File: src/rtl/instr_fetch_aligner.sv
// instr_fetch_aligner
//   Fetch-side realigner. It issues word-aligned 32-bit fetches and keeps the
//   returned halfwords in a 4-entry queue. From that queue it extracts one
//   16-bit (RVC) or 32-bit instruction per transfer, including 32-bit
//   instructions that straddle a word boundary.
//
// Ports
//   clk, rst        clock, asynchronous active-high reset
//   fetch_req       fetch request (combinational from state)
//   fetch_addr      word address of the request, [1:0] = 2'b00
//   fetch_rvalid    response valid (one per request, at least 1 cycle later)
//   fetch_rdata     response word, little-endian halfwords
//   redirect        one-cycle redirect pulse
//   redirect_pc     new PC (halfword aligned)
//   out_valid       instruction available
//   out_ready       consumer accepts
//   out_instr       instruction; RVC is zero-extended
//   out_compressed  out_instr is a 16-bit instruction
//   out_pc          PC of out_instr
//
// Handshake: an instruction moves when out_valid && out_ready are both high
// at a rising edge. While out_valid is high and out_ready is low, out_instr,
// out_compressed and out_pc do not change. out_valid does not depend on
// out_ready.
module instr_fetch_aligner #(
  parameter logic [31:0] RESET_PC = 32'h0000_0000
) (
  input  logic        clk,
  input  logic        rst,
  output logic        fetch_req,
  output logic [31:0] fetch_addr,
  input  logic        fetch_rvalid,
  input  logic [31:0] fetch_rdata,
  input  logic        redirect,
  input  logic [31:0] redirect_pc,
  output logic        out_valid,
  input  logic        out_ready,
  output logic [31:0] out_instr,
  output logic        out_compressed,
  output logic [31:0] out_pc
);

  logic [15:0] q [4];
  logic [15:0] q_next [4];
  logic [15:0] q_shift [4];
  logic [2:0]  count;
  logic [2:0]  count_next;
  logic        pending;
  logic        discard;
  logic        skip_low;
  logic [31:0] pc_q;
  logic [31:0] addr_q;

  logic        head_rvc;
  logic        xfer;
  logic        accept;
  logic [2:0]  pop_n;
  logic [2:0]  push_n;
  logic [2:0]  base;
  logic [15:0] push_lo;
  logic [15:0] push_hi;

  assign head_rvc = (q[0][1:0] != 2'b11);

  // A 32-bit head with only one halfword queued (straddle) stays invalid
  // until the following word is pushed.
  assign out_valid = !redirect &&
                     (((count >= 3'd1) && head_rvc) || (count >= 3'd2));

  assign out_instr      = !out_valid ? 32'h0 :
                          head_rvc   ? {16'h0000, q[0]} : {q[1], q[0]};
  assign out_compressed = out_valid && head_rvc;
  assign out_pc         = pc_q;

  // Issuing only at count <= 2 leaves room for the full response word.
  assign fetch_req  = !pending && (count <= 3'd2) && !redirect;
  assign fetch_addr = addr_q;

  assign xfer   = out_valid && out_ready;
  assign pop_n  = !xfer ? 3'd0 : (head_rvc ? 3'd1 : 3'd2);

  // Responses are dropped while a redirect is in flight or in the
  // redirect cycle itself.
  assign accept = fetch_rvalid && !discard && !redirect;
  assign push_n = !accept ? 3'd0 : (skip_low ? 3'd1 : 3'd2);

  // After a redirect to an odd halfword, the low half of the first word
  // lies before the target PC and is skipped.
  assign push_lo = skip_low ? fetch_rdata[31:16] : fetch_rdata[15:0];
  assign push_hi = fetch_rdata[31:16];

  assign base       = count - pop_n;
  assign count_next = count + push_n - pop_n;

  always_comb begin
    q_shift = q;
    case (pop_n)
      3'd1:    q_shift = '{q[1], q[2], q[3], q[3]};
      3'd2:    q_shift = '{q[2], q[3], q[2], q[3]};
      default: q_shift = q;
    endcase
    q_next = q_shift;
    for (int i = 0; i < 4; i++) begin
      if ((push_n != 3'd0) && (base == 3'(i))) begin
        q_next[i] = push_lo;
      end
      if ((push_n == 3'd2) && ((base + 3'd1) == 3'(i))) begin
        q_next[i] = push_hi;
      end
    end
  end

  always_ff @(posedge clk or posedge rst) begin
    if (rst) begin
      for (int i = 0; i < 4; i++) begin
        q[i] <= 16'h0;
      end
      count    <= 3'd0;
      pending  <= 1'b0;
      discard  <= 1'b0;
      skip_low <= RESET_PC[1];
      pc_q     <= RESET_PC;
      addr_q   <= {RESET_PC[31:2], 2'b00};
    end else if (redirect) begin
      // The outstanding fetch (if its response is not here yet) belongs to
      // the old path; remember to drop it when it arrives.
      count    <= 3'd0;
      pc_q     <= redirect_pc;
      addr_q   <= {redirect_pc[31:2], 2'b00};
      skip_low <= redirect_pc[1];
      discard  <= pending && !fetch_rvalid;
      pending  <= pending && !fetch_rvalid;
    end else begin
      q     <= q_next;
      count <= count_next;
      if (xfer) begin
        pc_q <= pc_q + (head_rvc ? 32'd2 : 32'd4);
      end
      if (fetch_req) begin
        pending <= 1'b1;
        addr_q  <= addr_q + 32'd4;
      end else if (fetch_rvalid) begin
        pending <= 1'b0;
      end
      if (fetch_rvalid) begin
        discard <= 1'b0;
      end
      if (accept && skip_low) begin
        skip_low <= 1'b0;
      end
    end
  end

  a_rvalid_needs_pending: assert property (
    @(posedge clk) disable iff (rst) fetch_rvalid |-> pending
  );

endmodule

File: config.mk
export PLATFORM = sky130hd
export DESIGN_NAME = instr_fetch_aligner
export DESIGN_NICKNAME = d
export VERILOG_FILES = /design/src/rtl/instr_fetch_aligner.sv
export SDC_FILE = /design/constraint.sdc
export NUM_CORES = 1
export LEC_CHECK = 0
export CAP_MARGIN = 10
export CORE_MARGIN = 3
export CORE_UTILIZATION = 55
export CTS_CLUSTER_DIAMETER = 100
export DETAILED_ROUTE_END_ITERATION = 7
export GPL_TIMING_DRIVEN = 1
export PLACE_DENSITY = 0.91
export SYNTH_ARGS = -nofsm -noshare
export SYNTH_HDL_FRONTEND = slang
export SYNTH_SLANG_ARGS = --single-unit
export TNS_END_PERCENT = 20
File: constraint.sdc
create_clock -name clk -period 8.7 [get_ports clk]
set_clock_uncertainty 0.1 [all_clocks]
set_input_delay 1.305 -clock clk [delete_from_list [all_inputs] [get_ports clk]]
set_output_delay 1.305 -clock clk [all_outputs]
set_load 0.01 [all_outputs]
# Word-level counts from Yosys, hierarchy flattened
# Cells that the tools add are included.
# W data, S select, Z words.
dict set report classes {
  order_cmp 3
  shift 0
  multipliers 0
  n_mux 28
  div 0
  bitwise 1
  reduce_logical 39
  n_eq_ne 11
  n_addsub 6
}
# op count
set op_table {}
lappend op_table {{$mux W32} 6}
lappend op_table {{$mux W16} 9}
lappend op_table {{$pmux W64 S2} 1}
lappend op_table {{$add A32 B3 Y32} 1}
lappend op_table {{$add A32 B3 Y32 const B} 1}
lappend op_table {{$logic_and A1 B1 Y1} 18}
lappend op_table {{$eq A3 B2 Y1 const B} 4}
lappend op_table {{$reduce_bool A2 Y1} 5}
lappend op_table {{$reduce_bool A3 Y1} 3}
lappend op_table {{$mux W2} 4}
lappend op_table {{$reduce_bool A4 Y1} 2}
lappend op_table {{$eq A3 B1 Y1 const B} 2}
lappend op_table {{$logic_not A3 Y1} 2}
lappend op_table {{$mux W1} 6}
lappend op_table {{$mux W3} 2}
lappend op_table {{$reduce_and A2 Y1} 3}
lappend op_table {{$sub A3 B2 Y3} 2}
lappend op_table {{$eq A2 B2 Y1 const B} 2}
lappend op_table {{$logic_not A1 Y1} 4}
lappend op_table {{$add A3 B1 Y3 const B} 1}
lappend op_table {{$add A3 B2 Y3} 1}
lappend op_table {{$ge A3 B1 Y1 const B} 1}
lappend op_table {{$ge A3 B2 Y1 const B} 1}
lappend op_table {{$le A3 B2 Y1 const B} 1}
lappend op_table {{other kinds (6)} 6}
dict set report word_totals {
  mem_bits_rw 0
  mem_count 0
  wordCells 98
  ff_bits 134
  inputBits 69
  rom_bits 0
  latch_bits 0
}

# Longest topological paths before layout
# Gate-level depths: netlist of the first run.
dict set report logic_depth {
  depth_word 12
  depth_mapped 18
}

# Worst setup path before layout of the first run
# No wires, ideal clock.
dict set report synth_timing {
  kind {input port to flip-flop}
  startpoint {in redirect}
  endpoint {reg q[0] (netlist name)}
  path_slack_ns 4.189
  cell_stages 16
  setup_time_ns 0.125
  t_arrival_ns 4.286
  required_time_ns 8.475
  path_cell_list {buf_4 > nor2b_4 > o21ai_4 > nor2_1 > ha_1 > inv_1 > fa_1 > nor2b_1 > ha_1 > nor2b_1 > and3_1 > buf_2 > a31oi_1 > nor2_4 > buf_6 > mux2_2}
}
dict set report synth_via {
  elab_chain_cells 10
}
# item line_no
set synth_rtl {}
lappend synth_rtl {{start, declared} 34} ;# input logic redirect,
lappend synth_rtl {{$logic_not A1 Y1} {67, 84}}
lappend synth_rtl {{$logic_and A1 B1 Y1} 67} ;# assign out_valid = !redirect &&
lappend synth_rtl {{$logic_and A1 B1 Y1} 79} ;# assign xfer = out_valid && out_ready;
lappend synth_rtl {{$mux W2} 80} ;# assign pop_n = !xfer ? 3'd0 : (head_rvc ? 3'd1 : 3'd2);
lappend synth_rtl {{$sub A3 B2 Y3} 92} ;# assign base = count - pop_n;
lappend synth_rtl {{$add A3 B1 Y3} 107} ;# if ((push_n == 3'd2) && ((base + 3'd1) == 3'(i))) begin
lappend synth_rtl {{$eq A3 B2 Y1} 107}
lappend synth_rtl {{$logic_and A1 B1 Y1} 107}
lappend synth_rtl {{$reduce_bool A2 Y1 (no source line)} n/a}
lappend synth_rtl {{$reduce_and A2 Y1 (no source line)} n/a}
lappend synth_rtl {{end signal, assigned} 134} ;# q <= q_next;
lappend synth_rtl {{end, declared} 43} ;# logic [15:0] q [4];
# Parallel ways exist; a longest one is shown, timed or not.
# A chain may end at the register's enable or synchronous reset.

# Worst setup path in the final report of the first run
dict set report layout_timing {
  startpoint {in out_ready}
  endpoint {reg q[55] (netlist name)}
}
dict set report layout_via {
  elab_chain_cells 8
}
# item line_no
set layout_rtl {}
lappend layout_rtl {{start, declared} 37} ;# input logic out_ready,
lappend layout_rtl {{$logic_and A1 B1 Y1 *} 79}
lappend layout_rtl {{$mux W2 *} 80}
lappend layout_rtl {{$sub A3 B2 Y3} 92}
lappend layout_rtl {{$add A3 B1 Y3} 107}
lappend layout_rtl {{$logic_not A3 Y1} 107}
lappend layout_rtl {{$logic_and A1 B1 Y1} 107}
lappend layout_rtl {{$reduce_bool A4 Y1 (no source line)} n/a}
lappend layout_rtl {{$reduce_and A2 Y1 (no source line)} n/a}
# Mark *: on every way between the ends. The rest lies on a longest branch, timed or not. The select of a mux whose other input is x is not followed.

==> flow_summary.yaml, run 1 <==
setup_path:
  cp-start-kind: "input port"
  cp.required_ns: 8.94
  endpoint_kind: "flop"
  rr_startpoint: "q[49]"
  r2r_end: "q[55]"
  rrSetupSlack_ns: 2.84
  arrival_ns: 6.36
  ff2ff_path_depth: 10
  cp_max_fo: 33
  crit_type: "in2reg"
cts:
  cts.htree.levels: 4
  cts-hold-fix-buffers: 0
  cts_tree: "done"
  clkSlewWorstSetupHoldPaths_ns: 0.06
  cts_root_buffer: "clkbuf_16"
  cts_inserted_buffers: 17
  clock_sinks: 132
  clock_latency_ns: 0.43
  clk_path_buf_depth: 2
  postCtsSetupBuffers: 0
  ctsResizeCount: 0
sta:
  rsz0062_at_grt: "no"
  setup_slack_ns: 2.58
  period_minus_slack_ns: 6.12
  worst_slew_pin_slew_ns: 1.35
  drv_slew: 0
  fmax_mhz: 163
  setup_tns_ns: 0
  setup_viol: 0
  hold_violations: 0
  finalCritPeriodShare: 0.704
  relSlewSlack: 0.0971
synthesis:
  synth-simple-area-share: 0.199
  synth_top_family_by_area: "simple AND/OR/NAND/NOR gates"
  avgSynthCellArea_sq_um: 9.41
  synthAdderAreaFrac: 0.0199
  synth_cells: 894
  synth_cell_types: 63
  synthesis.yosys.warnings: 0
  synth-edff-count: 0
  yosysSeqAreaShare: 0.393
  ys.flop_type: "dfrtp_1"
  synthMuxAreaShare: 0.132
  synth-async-reset-ratio: 1.00
  synth_seq_cells: 132
  synth_compound_area_frac: 0.152
  synthXorXnorAreaFrac: 0.0581
  synth.cell_area_sq_mm: 0.00842
worst_hold_path:
  hold_start: "out_pc[0]"
  hold_depth: 1
  hold-path-endpoint: "out_pc[0]"
  holdCritPathClass: "reg2reg"
power:
  seqPwrFrac: 0.345
  switching_power_uw: 1080
  p_leak_uw: 0.00428
  power_frac_clock: 0.270
  sw_frac_of_total: 0.372
  total_power_uw: 2920
  power.density_mw_per_mm2: 274
  ir_worst_vdd_mv: 0.198
  combPwrFrac: 0.386
  intPower_uw: 1830
detailed_routing:
  drtIter0Drc: 1131
  viasPerCell: 6.55
  wl_mm: 26.9
  via_count: 7961
  detail-route-antenna-nets: 0
  route.detailed.drc: 0
  post_drt_wl_per_cell_um: 22.2
  drtPass1Iterations: 6
final_layout:
  drive_above_1_share: 0.132
  area_delta_synth_final_pct: 26.6
  multi_input_area_sq_mm: 0.00473
  seq_area_sq_mm: 0.00330
  final_util: 0.722
  antennaDiodeCount: 0
  final_nets: 1098
  stdcell_area_sq_mm: 0.0107
  fillers: 1007
placed_design:
  io_buffers: 165
  place_congestion: 1.01
  dp_slack_ns: 2.25
  placed_cell_area_sq_mm: 0.0100
  dpl.hpwl_mm: 18.1
run:
  max_cap_viol_count: 0
die:
  die_h_um: 130
  ios: 168
  die_w_um: 130
  rows: 44
  core-area_sq_mm: 0.0148
  design.die.area_sq_mm: 0.0168
  start_util: 0.570
global_routing:
  grt_pass1_vias: 7535
  grt_max_degree: 84
  antenna_found_initial: 0
  overflow: 0
  grt_pass1_wl_mm: 41.5
  grtUsageTotal: 0.316
outcome:
  status: "complete, no violations"
-- area by class of cell --
class	instances	area share
multi-input combinational	681	0.444
timing repair buffer	168	0.157
clock inverter	11	0.0163
sequential	132	0.310
tap	184	0.0216
inverter	18	0.00658
clock buffer	21	0.0442
-- per-layer routing --
layer	vias to the layer above	routed length, um	GRT usage
li1	3478	-	-
met1	3806	10900	0.453
met2	580	11700	0.456
met3	97	3300	0.0909
met4	0	955	0.120
met5	-	0	0
-- registers in the layout, indices dropped and copies added (netlist names) --
name / count
discard: 1
q: 64
out_pc: 32
pending: 1
skip_low: 1
fetch_addr: 30
count: 3
-- worst max-delay path by stage --
stage	to	start	slack, ns	depth (start not counted)
global route	q[63]	out_ready	2.17	11
finish	q[55]	out_ready	2.58	11
detailed placement	q[54]	out_ready	2.25	11
CTS	q[55]	out_ready	2.69	11
global placement	q[48]	out_ready	2.47	10
floorplan	count[0]	rst	3.77	1
-- power groups by stage --
stage | registers (uW) | logic (uW) | clock network, uW
2_1_floorplan | 930 | 753 | 0
3_3_place_gp | 993 | 1050 | 0
3_5_place_dp | 994 | 1090 | 0
4_1_cts | 990 | 1110 | 786
5_1_grt | 1020 | 1230 | 812
6_report | 1000 | 1120 | 787
-- critical path, stage by stage --
cell             delay, ns
clkdlybuf4s50_1       0.54
nor2b_4               0.26
nand3_2               0.63
fa_1                  0.73
xor2_2                0.20
ha_1                  0.30
nor2b_1               0.29
and3_1                0.96
or3_1                 0.84
nor2_1                0.09
a31oi_1               0.19
-- cells by family (layout without fill, tap and decap cells) --
logic type / count (synthesis) / count (layout)
AND/OR/NAND/NOR: 333 / 333
AO/OA/AOI/OAI: 179 / 179
flip-flops: 132 / 132
multiplexers: 101 / 101
buffers and inverters: 82 / 218
XOR/XNOR: 55 / 55
adder cells (fa/ha/maj): 11 / 11
other: 1 / 2
-- layout by cell type (no fill, tap or decap), types with 5 or more instances in the layout --
cell             synthesis  layout
o2bb2ai_1               16      16
and3_1                  35      35
nand2_1                113     113
a21oi_1                 21      21
ha_1                     7       7
mux2_2                  83      83
and2_1                  24      24
nand4_1                 25      25
nand3_1                 19      19
xnor2_1                 24      24
nor4_1                  13      13
nor2b_1                  5       5
clkdlybuf4s50_1          0     164
o21a_1                   5       5
mux2i_1                 18      18
a31oi_1                 33      33
a22oi_1                 17      17
clkbuf_16                0      17
nor3_1                  18      18
dfrtp_1                132     132
o211ai_1                16      16
inv_1                   17      16
nor2_1                  58      58
a221o_1                 16      16
xor2_1                  30      30
o21ai_0                 38      38
-- synth_stat cells, types with 24 or more instances --
library cell  number  share of area
xor2_1            30          0.031
and2_1            24          0.018
mux2_2            83           0.11
xnor2_1           24          0.025
o21ai_0           38          0.023
nor2_1            58          0.026
and3_1            35          0.026
nand4_1           25          0.019
a31oi_1           33          0.025
nand2_1          113          0.050
clkbuf_1          33          0.015
dfrtp_1          132           0.39
-- stage by stage --
step / instances / hold slack (ns)
global placement: 1182 / 0.391
detailed placement: 1182 / 0.392
global route: 1215 / 0.422
CTS: 1214 / 0.408
floorplan: 895 / 0.372
finish: 1215 / 0.411
No activity file was read; power rests on OpenSTA's default activity.
==> run 2, diff against run 1 <==
CORE_UTILIZATION = 48   (was 55)
PLACE_DENSITY = 0.85   (was 0.91)
clock period = 5 ns   (was 8.7 ns; I/O delays follow)
==> flow_summary.yaml, run 2 (synthesized netlist as in run 1, its figures left out) <==
outcome:
  status: "complete, no violations"
global_routing:
  grt_pass1_wl_mm: 42.6
  grt_pass1_vias: 8048
  overflow: 0
  grtUsageTotal: 0.273
  antenna_found_initial: 0
  grt_max_degree: 83
detailed_routing:
  drtPass1Iterations: 6
  routed-wl-met3_mm: 2.57
  viasPerCell: 6.33
  top_layer: "met4"
  wl_met1_mm: 10.6
  met2_length_mm: 12.4
  post_drt_wl_per_cell_um: 21.1
  drtIter0Drc: 929
  route.detailed.drc: 0
  via_count: 8038
  detail-route-antenna-nets: 0
  wl_mm: 26.8
cts:
  cts-hold-fix-buffers: 0
  ctsResizeCount: 0
  cts_tree: "done"
  cts_inserted_buffers: 17
  clock_latency_ns: 0.43
  postCtsSetupBuffers: 0
  cts.htree.levels: 4
  clock_sinks: 132
  cts_root_buffer: "clkbuf_16"
  clkSlewWorstSetupHoldPaths_ns: 0.06
  clk_path_buf_depth: 2
setup_path:
  cp.required_ns: 5.18
  cp-start-kind: "input port"
  r2r_end: "q[51]"
  crit_type: "in2reg"
  rr_startpoint: "count[2]"
  arrival_ns: 4.61
  critPathMaxStageDelay_ns: 0.58
  path_buf_inv: 4
  cp_cell_sequence: "clkdlybuf4s50_1 -> nor2b_4 -> o21ai_4 -> nor2_1 -> ha_1 -> inv_1 -> fa_1 -> nor2b_1 -> ha_1 -> nor2b_1 -> and3_1 -> buf_4 -> or3_1 -> buf_4 -> nor2_1 -> a31oi_1"
  cp_slowest_cell: "fa_1"
  rrSetupSlack_ns: 0.67
  endpoint_kind: "flop"
  cp_max_fo: 32
  crit_path_start: "out_ready"
  ff2ff_path_depth: 15
  cp_top_family: "simple AND/OR/NAND/NOR gates"
power:
  total_power_uw: 5040
  seqPwrFrac: 0.344
  switching_power_uw: 1900
  combPwrFrac: 0.400
  intPower_uw: 3140
  power_frac_clock: 0.256
  sw_frac_of_total: 0.377
  p_leak_uw: 0.00435
  ir_worst_vdd_mv: 0.299
  power.density_mw_per_mm2: 466
die:
  die_w_um: 138
  design.die.area_sq_mm: 0.0192
  rows: 47
  ios: 168
  start_util: 0.499
  core-area_sq_mm: 0.0169
  die_h_um: 138
final_layout:
  mostFrequentLayoutCell: "clkdlybuf4s50_1"
  antennaDiodeCount: 0
  final_cells: 1269
  drive_above_1_share: 0.148
  fillers: 1286
  largest_reg_flops: 64
  final_util: 0.640
  top_register: "q"
  area_delta_synth_final_pct: 28.4
  final_nets: 1117
  most-common-layout-cells: "clkdlybuf4s50_1 (164), dfrtp_1 (132), nand2_1 (113)"
sta:
  finalCritPeriodShare: 0.886
  fmax_mhz: 226
  drv_slew: 0
  worst_slew_pin_slew_ns: 1.21
  setup_viol: 0
  hold_slack_ns: 0.405
  period_minus_slack_ns: 4.43
  setup_tns_ns: 0
  hold_violations: 0
  relSlewSlack: 0.193
  rsz0062_at_grt: "no"
placed_design:
  dp.cells: 1238
  place_congestion: 0.914
  io_buffers: 165
  dpl.hpwl_mm: 18.1
worst_hold_path:
  hold-path-endpoint: "out_pc[0]"
  hold_start: "out_pc[0]"
  hold_depth: 1
  holdCritPathClass: "reg2reg"
run:
  max_cap_viol_count: 0
-- run 2: worst max path at each step --
stage | end | slack (ns) | cells past startpoint
floorplan | count[0] | 0.62 | 1
global placement | q[12] | 0.41 | 14
detailed placement | q[51] | 0.19 | 16
CTS | q[51] | 0.62 | 16
global route | q[51] | 0.35 | 16
finish | q[51] | 0.57 | 16
-- run 2: routing by layer --
| metal | vias to the layer above | track usage |
|---|---|---|
| met5 | - | 0 |
| met4 | 0 | 0.137 |
| met3 | 113 | 0.0535 |
| met2 | 521 | 0.430 |
| met1 | 3892 | 0.359 |
| li1 | 3512 | - |
-- run 2: per-stage QoR --
| step | worst slack [ns] | area [sq um] |
|---|---|---|
| 2_1_floorplan | 0.624 | 8420 |
| 3_3_place_gp | 0.414 | 10200 |
| 3_5_place_dp | 0.188 | 10200 |
| 4_1_cts | 0.619 | 10800 |
| 5_1_grt | 0.352 | 10800 |
| 6_report | 0.568 | 10800 |
-- run 2: area by class of cell --
type,instances,area (sq um),share of cell area
inverter,18,70.1,0.00648
clock buffer,19,443,0.0410
clock inverter,12,155,0.0144
sequential,132,3300,0.306
multi-input combinational,681,4730,0.438
tap,220,275,0.0255
timing repair buffer,187,1830,0.169
-- run 2: power by group through the flow --
stage,Combinational [uW],Sequential (uW),Clock (uW)
floorplan,1310,1620,0
global placement,1890,1720,0
detailed placement,1970,1730,0
CTS,1990,1710,1290
global route,2180,1760,1340
finish,2020,1730,1290
==> patch: new RTL, settings of run 2 <==
Reset style: synchronous (`rst`), changed in one clocked block. Comments in the files are not updated.
--- a/src/rtl/instr_fetch_aligner.sv
+++ b/src/rtl/instr_fetch_aligner.sv
@@ -110,7 +110,7 @@
     end
   end
 
-  always_ff @(posedge clk or posedge rst) begin
+  always_ff @(posedge clk) begin
     if (rst) begin
       for (int i = 0; i < 4; i++) begin
         q[i] <= 16'h0;
Formal check against the unedited RTL: differs if rst is asserted again (counterexample within 4 cycles, from zero or initial values and one cycle with rst high); with rst held inactive, the same outputs for 4 cycles.
==> patch against run 2 <==
Synthesized area shrank 6.8%. Worst hold slack worse by 0.048 ns. Sequential cell count did not move. Non-clock buffer count shrank 2. Worst setup slack improved by 0.067 ns. Cell area fell by 5.6%. Wire length shrank 8.0%. Global-route usage is 0.14 points higher.
Power is not compared: it rests on default switching activity, and its combinational part moved more than twofold at a synthesized area within 25%.
==> patch: results (changes against run 2) <==
metric;value;unit;change
Avg Inst Size Synth;8.145;um2;-13%
status;complete, no violations;;
wire per inst;18.58;um;-12%
met1 usage in global routing;33.81;%;-2.1 points
CP Max Fanout;16;;-50%
Initial DRT Pass Iterations;5;;-1
Post-synth ARST share;0;%;-100 points
Iter 0 DRT Violations;650;;-30%
Synth top cells by count;dfxtp_1, a21oi_1, inv_1;;
DP Worst Slack;0.2218;ns;+0.03347 ns
Hold WS;0.3576;ns;-0.04774 ns
Placed Cells incl. Taps;1298;;+4.8%
share of layout cells above drive strength 1;7.457;%;-7.3 points
Placement Cell Area;9658;um2;-5.4%
non-clk buf share;17.55;%;+0.65 points
vias in the first global route;7843;;-2.5%
FILL cells;1357;;+5.5%
multi-input gate count;702;;+3.1%
pin count of the biggest net entering global routing;60;;-28%
leading area contributor after synthesis;dfxtp_1;;
hold path start;q[63];;
depth of the worst register-to-register path;13;;-2
worst path arrival time;4.57;ns;-0.04 ns
ys flop type;dfxtp_1;;
Nets;1181;;+5.7%
Metal-1 WL;10.14;mm;-4.3%
inverters;63;;+45
WL final;24.69;mm;-8.0%
[patch: worst max-delay path by stage]
stage                         start    end  slack (ns)
final                     out_ready  q[56]        0.63
after global routing      out_ready  q[52]        0.23
after CTS                 out_ready  q[56]        0.67
after detailed placement  out_ready  q[56]        0.22
after global placement    out_ready  q[52]        0.48
after floorplan            redirect  q[48]        1.01
[patch: cells by family (layout without fill, tap and decap cells)]
family	Yosys count	after routing	synth area share, %
adders and majority gates	11	11	2.137
and+or+nand+nor	307	307	20.90
muxes	36	36	4.865
xor gates and xnor gates	50	50	5.583
AOI/OAI and AO/OA	296	296	26.32
buffers and inverters	130	279	6.460
DFF	132	132	33.69
other	1	2	0.04781
[patch: worst max-delay path, stage by stage]
cell             delay, ns
clkdlybuf4s50_1       0.51
nand2b_1              0.10
a221oi_1              0.43
ha_1                  0.24
inv_1                 0.05
fa_1                  0.49
inv_1                 0.21
nor2_1                0.08
ha_1                  0.31
nor4bb_1              0.41
a41o_1                0.15
nand2_1               0.36
o21ai_0               0.38
o2bb2ai_1             0.09
